$ cat src/rtl/phase_sequencer.sv
// ============================================================================
//  Module      : phase_sequencer
//  Description : Sensor-actuated N-phase traffic sequencer with green,
//                yellow and all-red clearance intervals, skip-on-no-demand,
//                green extension under demand and a flashing fault mode.
//  Revision    : 1.0 - initial release
// ============================================================================
`default_nettype none

module phase_sequencer #(
    parameter int                               NUM_PHASES    = 3,
    parameter int                               NUM_LIGHTS    = 9,
    parameter int                               CLK_HZ        = 10000,
    parameter int                               TIME_W        = 16,
    parameter int                               GREEN_SEC     = 20,
    parameter int                               MAX_GREEN_SEC = 40,
    parameter int                               YELLOW_SEC    = 3,
    parameter int                               CLEAR_SEC     = 2,
    parameter logic [NUM_PHASES*NUM_LIGHTS-1:0] PHASE_MASK    = {9'h1C0, 9'h038, 9'h007},
    parameter logic [NUM_LIGHTS-1:0]            PED_MASK      = '0,
    parameter bit                               SKIP_EN       = 1'b1
) (
    input  logic                          clk,
    input  logic                          reset,
    input  logic                          enable,
    input  logic                          flash,
    input  logic [NUM_PHASES-1:0]         demand,
    output logic [2*NUM_LIGHTS-1:0]       lights,
    output logic [$clog2(NUM_PHASES)-1:0] phase,
    output logic [2:0]                    state,
    output logic [TIME_W-1:0]             sec_elapsed,
    output logic                          phase_start
);

    localparam int PHASE_W = $clog2(NUM_PHASES);
    localparam int PRESC_W = $clog2(CLK_HZ + 1);

    localparam logic [PRESC_W-1:0] PRESC_LAST = PRESC_W'(CLK_HZ - 1);

    localparam logic [2:0] ST_CLEAR  = 3'd0;
    localparam logic [2:0] ST_GREEN  = 3'd1;
    localparam logic [2:0] ST_YELLOW = 3'd2;
    localparam logic [2:0] ST_FLASH  = 3'd3;

    localparam logic [1:0] LT_RED    = 2'b00;
    localparam logic [1:0] LT_YELLOW = 2'b01;
    localparam logic [1:0] LT_GREEN  = 2'b10;
    localparam logic [1:0] LT_DARK   = 2'b11;

    // Reject impossible configurations at elaboration time.
    generate
        if (NUM_PHASES < 2 || NUM_PHASES > 8 || NUM_LIGHTS < 1 || CLK_HZ < 1 ||
            GREEN_SEC < 1 || MAX_GREEN_SEC < GREEN_SEC || YELLOW_SEC < 1 ||
            CLEAR_SEC < 1) begin : g_param_check
            $error("phase_sequencer: illegal phase count or interval duration");
        end
    endgenerate

    logic [NUM_PHASES-1:0]   r_sync1;
    logic [NUM_PHASES-1:0]   r_sync2;
    logic [NUM_PHASES-1:0]   r_req;
    logic [NUM_PHASES-1:0]   w_req_next;
    logic [NUM_PHASES-1:0]   w_req_clear;
    logic [PRESC_W-1:0]      r_presc;
    logic [PRESC_W-1:0]      w_presc_next;
    logic [TIME_W-1:0]       w_sec_inc;
    logic [TIME_W-1:0]       w_sec_next;
    logic                    r_flash_on;
    logic                    w_flash_on_next;
    logic                    w_run;
    logic                    w_tick;
    logic                    w_change;
    logic                    w_dem_cur;
    logic                    w_found;
    logic [2:0]              w_state_next;
    logic [PHASE_W-1:0]      w_phase_next;
    logic [PHASE_W-1:0]      w_phase_succ;
    logic [PHASE_W-1:0]      w_phase_pick;
    logic [NUM_LIGHTS-1:0]   w_green_mask;
    logic [2*NUM_LIGHTS-1:0] w_lights_next;
    logic                    w_phase_start_next;

    // Timing runs while enabled; flash mode keeps its own timing regardless.
    assign w_run     = enable || (state == ST_FLASH);
    assign w_tick    = w_run && (r_presc == PRESC_LAST);
    assign w_sec_inc = (&sec_elapsed) ? sec_elapsed : sec_elapsed + TIME_W'(1);
    assign w_dem_cur = r_sync2[phase];

    // Next phase: first latched request after the current phase, else successor.
    always_comb begin
        w_phase_succ = (int'(phase) == NUM_PHASES - 1) ? '0 : phase + PHASE_W'(1);
        w_phase_pick = w_phase_succ;
        w_found      = 1'b0;
        for (int k = 1; k <= NUM_PHASES; k++) begin
            if (!w_found && r_req[(int'(phase) + k) % NUM_PHASES]) begin
                w_phase_pick = PHASE_W'((int'(phase) + k) % NUM_PHASES);
                w_found      = 1'b1;
            end
        end
        if (!SKIP_EN) begin
            w_phase_pick = w_phase_succ;
        end
    end

    // Next-state logic: interval sequencing, flash entry/exit and timers.
    always_comb begin
        w_state_next    = state;
        w_phase_next    = phase;
        w_flash_on_next = r_flash_on;
        w_change        = 1'b0;
        if (flash && state != ST_FLASH) begin
            w_state_next    = ST_FLASH;
            w_flash_on_next = 1'b1;
            w_change        = 1'b1;
        end else if (state == ST_FLASH) begin
            if (!flash) begin
                w_state_next = ST_CLEAR;
                w_change     = 1'b1;
            end else if (w_tick) begin
                w_flash_on_next = ~r_flash_on;
            end
        end else if (enable) begin
            case (state)
                ST_CLEAR: begin
                    if (w_tick && w_sec_inc == TIME_W'(CLEAR_SEC)) begin
                        w_state_next = ST_GREEN;
                        w_phase_next = w_phase_pick;
                        w_change     = 1'b1;
                    end
                end
                ST_GREEN: begin
                    // Gap-out once minimum green is served; max-out is unconditional.
                    if (w_tick && w_sec_inc >= TIME_W'(GREEN_SEC) &&
                        (!w_dem_cur || w_sec_inc >= TIME_W'(MAX_GREEN_SEC))) begin
                        w_state_next = ST_YELLOW;
                        w_change     = 1'b1;
                    end
                end
                ST_YELLOW: begin
                    if (w_tick && w_sec_inc == TIME_W'(YELLOW_SEC)) begin
                        w_state_next = ST_CLEAR;
                        w_change     = 1'b1;
                    end
                end
                default: begin
                    w_state_next = ST_CLEAR;
                    w_change     = 1'b1;
                end
            endcase
        end

        w_presc_next = r_presc;
        w_sec_next   = sec_elapsed;
        if (w_change) begin
            w_presc_next = '0;
            w_sec_next   = '0;
        end else if (w_run) begin
            w_presc_next = w_tick ? '0 : r_presc + PRESC_W'(1);
            w_sec_next   = w_tick ? w_sec_inc : sec_elapsed;
        end

        w_phase_start_next = (w_state_next == ST_GREEN) && (state != ST_GREEN);

        // Entering GREEN for a phase consumes its request; a same-cycle set loses.
        w_req_clear = '0;
        if (w_phase_start_next) begin
            w_req_clear[w_phase_next] = 1'b1;
        end
        w_req_next = (r_req | r_sync2) & ~w_req_clear;
    end

    // Output decode: light aspects for the upcoming state, registered below.
    always_comb begin
        w_green_mask  = NUM_LIGHTS'(PHASE_MASK >> (int'(w_phase_next) * NUM_LIGHTS));
        w_lights_next = '0;
        for (int l = 0; l < NUM_LIGHTS; l++) begin
            case (w_state_next)
                ST_GREEN: begin
                    w_lights_next[2*l +: 2] = w_green_mask[l] ? LT_GREEN : LT_RED;
                end
                ST_YELLOW: begin
                    w_lights_next[2*l +: 2] = (w_green_mask[l] && !PED_MASK[l]) ? LT_YELLOW : LT_RED;
                end
                ST_FLASH: begin
                    if (r_flash_on == 1'b0 && w_flash_on_next == 1'b0) begin
                        w_lights_next[2*l +: 2] = LT_DARK;
                    end else if (w_flash_on_next) begin
                        w_lights_next[2*l +: 2] = PED_MASK[l] ? LT_RED : LT_YELLOW;
                    end else begin
                        w_lights_next[2*l +: 2] = LT_DARK;
                    end
                end
                default: begin
                    w_lights_next[2*l +: 2] = LT_RED;
                end
            endcase
        end
    end

    // State register: synchronizers, requests, timers, state and outputs.
    always_ff @(posedge clk) begin
        if (reset) begin
            r_sync1     <= '0;
            r_sync2     <= '0;
            r_req       <= '0;
            r_presc     <= '0;
            r_flash_on  <= 1'b0;
            sec_elapsed <= '0;
            state       <= ST_CLEAR;
            phase       <= PHASE_W'(NUM_PHASES - 1);
            lights      <= '0;
            phase_start <= 1'b0;
        end else begin
            r_sync1     <= demand;
            r_sync2     <= r_sync1;
            r_req       <= w_req_next;
            r_presc     <= w_presc_next;
            r_flash_on  <= w_flash_on_next;
            sec_elapsed <= w_sec_next;
            state       <= w_state_next;
            phase       <= w_phase_next;
            lights      <= w_lights_next;
            phase_start <= w_phase_start_next;
        end
    end

endmodule

`default_nettype wire

$ cat config.mk
export PLATFORM = sky130hd
export DESIGN_NAME = phase_sequencer
export DESIGN_NICKNAME = d
export VERILOG_FILES = /design/src/rtl/phase_sequencer.sv
export SDC_FILE = /design/constraint.sdc
export NUM_CORES = 1
export LEC_CHECK = 0
export ABC_AREA = 1
export BUFFER_PORTS_ARGS = -buffer_cell sky130_fd_sc_hd__buf_2
export CAP_MARGIN = 40
export CORE_ASPECT_RATIO = 1.4
export CORE_UTILIZATION = 40
export DETAILED_ROUTE_END_ITERATION = 7
export MAX_ROUTING_LAYER = met4
export PLACE_DENSITY = 0.71
export SLEW_MARGIN = 25
export SYNTH_ARGS = -nofsm -noshare
export SYNTH_HDL_FRONTEND = slang
export SYNTH_SLANG_ARGS = --single-unit
$ cat constraint.sdc
create_clock -name clk -period 2.4 [get_ports clk]
set_input_delay 0.24 -clock clk [delete_from_list [all_inputs] [get_ports clk]]
set_output_delay 0.24 -clock clk [all_outputs]
set_load 0.05 [all_outputs]
==> out/results.ini <==
[synth]
syn_area_per_cell_sq_um = 6.56
yosysTopAreaCell = dfxtp_1
synth_nets = 516
synth_top_area_frac = 0.316
synthArstFlopShare = 0
ys_warn_count = 0
synth_edf_count = 0
synth_cells = 502
synth.top_cells.by_count = 104 x nand2_1, 76 x nor2_1, 75 x inv_1, 52 x dfxtp_1, 41 x nand3_1
synth_ff_type = dfxtp_1
synth_cell_type_count = 39
seq_area_frac_synth = 0.316
synth_area_leaders = dfxtp_1 32%, nand2_1 12%, nor2_1 8.7%, inv_1 8.6%, nand3_1 6.2%
synth_seq_cells = 52
syn-cell-area_sq_mm = 0.00329
synth_most_common_cell = nand2_1

[timing]
max_freq_mhz = 426
slew_headroom = 0.657
hold_violations = 0
hold_slack_ns = 0.114
tns_ns = 0
finalSetupViolCount = 0
setup_slack_ns = 0.0533
timing.final.crit_share = 0.978
slew_viol_final = 0
period_minus_slack_ns = 2.35
rsz0062_at_grt = yes
worst_pin_slew_ns = 0.511
fin_skew_ns = 0.0117

[place]
gp_congestion = 0.832
placed_cell_area_sq_mm = 0.00364
dp_slack_ns = -0.0911
dp_cells = 642
dp_hpwl_mm = 5.98
numPortBuffers = 46

[finish]
seqCellArea_sq_mm = 0.00107
fillers = 763
multi_input_area_sq_mm = 0.00207
antennaDiodeCount = 0
utilization = 0.529
drive_above_1_share = 0.324
instances_no_fill = 659
fin_area_sq_mm = 0.00415
nets = 572
syn_to_final_growth_pct = 26.1

[cts]
postCtsHoldBufs = 0
root_buffer = clkbuf_8
cts.sinks = 52
clk_latency_ns = 0.32
clk_path_buf_depth = 2
cts_tree = done
cts_buffers = 5
clk_pin_slew_ns = 0.10
h-tree-depth = 2

[detailed_routing]
wl_per_cell_um = 12.7
postRouteAntennaNets = 0
drt-total-wl_mm = 8.37
drtIter0Drc = 101
drc_errors = 0
viasPerCell = 5.01
drt_first_pass_iters = 4
vias = 3302

[die]
rows = 38
die_w_um = 78.7
coreArea_sq_mm = 0.00785
ioPinCount = 47
die_h_um = 109
start_util = 0.420
dieArea_sq_mm = 0.00860

[worst_hold_path]
min_path_type = primary input to register

[global_routing]
grt_max_degree = 31
grt_pass1_wl_mm = 13.0
antenna_found_initial = 0
grt_pass1_vias = 2983
grt_usage = 0.196
grt-ovfl-total = 0

[critical_path]
required_ns = 2.61
start_kind = register
cp_max_fo = 8
end_kind = register
worst_ep_arrival_time_ns = 2.56
path_class = register to register

[power]
totalPowerFinal_mw = 1.73
vdd_drop_max_mv = 0.255
p_per_area_mw_per_mm2 = 417
p_leak_nw = 1.99

[flow_run]
maxCapViolations = 0

[status]
status = finished clean

==> logic make-up (layout without fill, tap and decap cells) <==
| family | count (synthesis) | after routing | share of synthesized area |
|---|---|---|---|
| flops | 52 | 52 | 0.316 |
| fa+ha+maj | 7 | 7 | 0.0266 |
| compound gates | 52 | 52 | 0.0893 |
| buf+inv | 101 | 158 | 0.139 |
| xor+xnor | 10 | 10 | 0.0266 |
| mux | 2 | 2 | 0.00608 |
| simple gates | 278 | 278 | 0.396 |
==> worst max-delay path, cell delays in order, from the launching register on <==
cell       delay [ns]
dfxtp_2          0.41
nand2_1          0.13
nor2_2           0.17
buf_4            0.13
nand3_1          0.05
nand2_1          0.08
nand3_2          0.08
nor2_1           0.11
nand2_1          0.11
nor2_4           0.20
nand2_2          0.08
o2111ai_2        0.18
nand3_2          0.11
nand2_4          0.14
clkbuf_16        0.18
nor2_1           0.04
==> final timing paths <==
check	from	depth (start not counted)	slack, ns	endpoint
worst min-delay path	demand[2]	3	0.11	r_sync1[2]
worst max register to register	sec_elapsed[5]	15	0.05	sec_elapsed[10]
worst max-delay path	sec_elapsed[5]	15	0.05	sec_elapsed[10]
worst min register to register	r_sync1[0]	2	0.41	r_sync2[0]
==> sequential cells by signal, indices dropped and copies added (netlist names) <==
| name | cells |
|---|---|
| phase_start | 1 |
| r_sync1 | 3 |
| phase | 2 |
| state | 3 |
| r_flash_on | 1 |
| r_presc | 14 |
| r_req | 3 |
| sec_elapsed | 16 |
| lights | 6 |
| r_sync2 | 3 |
==> power by group <==
part	internal (mW)	switching, mW	leakage, nW
logic	0.0632	0.156	1.50
clock network	0.309	0.313	0.0541
registers	0.876	0.0133	0.431
total	1.25	0.482	1.99
==> repair_timing <==
action	CTS	global route
setup endpoints to repair	39	41
resized for setup	10	78
pin swaps	6	25
gates cloned	0	3
setup buffers	1	5
==> layer usage <==
metal  share of wire  global-route usage  vias up
li1                -                   -     1699
met1            0.42               0.213     1527
met2            0.53               0.357       58
met3           0.027              0.0257       18
met4           0.020              0.0833        0
met5               0                   -        -
==> layout by cell type (no fill, tap or decap), types with 7 or more instances in the layout <==
master	count
dfxtp_2	11
nand3_1	32
o21ai_0	21
nand2_2	14
nor2_2	17
buf_4	16
buf_2	46
nor2_4	19
dfxtp_1	37
nor3_1	8
nand2_4	7
xor2_1	9
a21oi_1	15
nand4_1	16
inv_1	72
inv_2	7
nand2_1	92
nor2_1	51
nand3_2	12
==> cell type report <==
class                           count  area share
Multi-Input combinational cell    349       0.498
Sequential cell                    52       0.258
Clock buffer                        5      0.0166
Timing Repair Buffer               70       0.115
Inverter                           80      0.0729
Clock inverter                      3      0.0102
Tap cell                          100      0.0301
(Power assumes the default switching activity.)
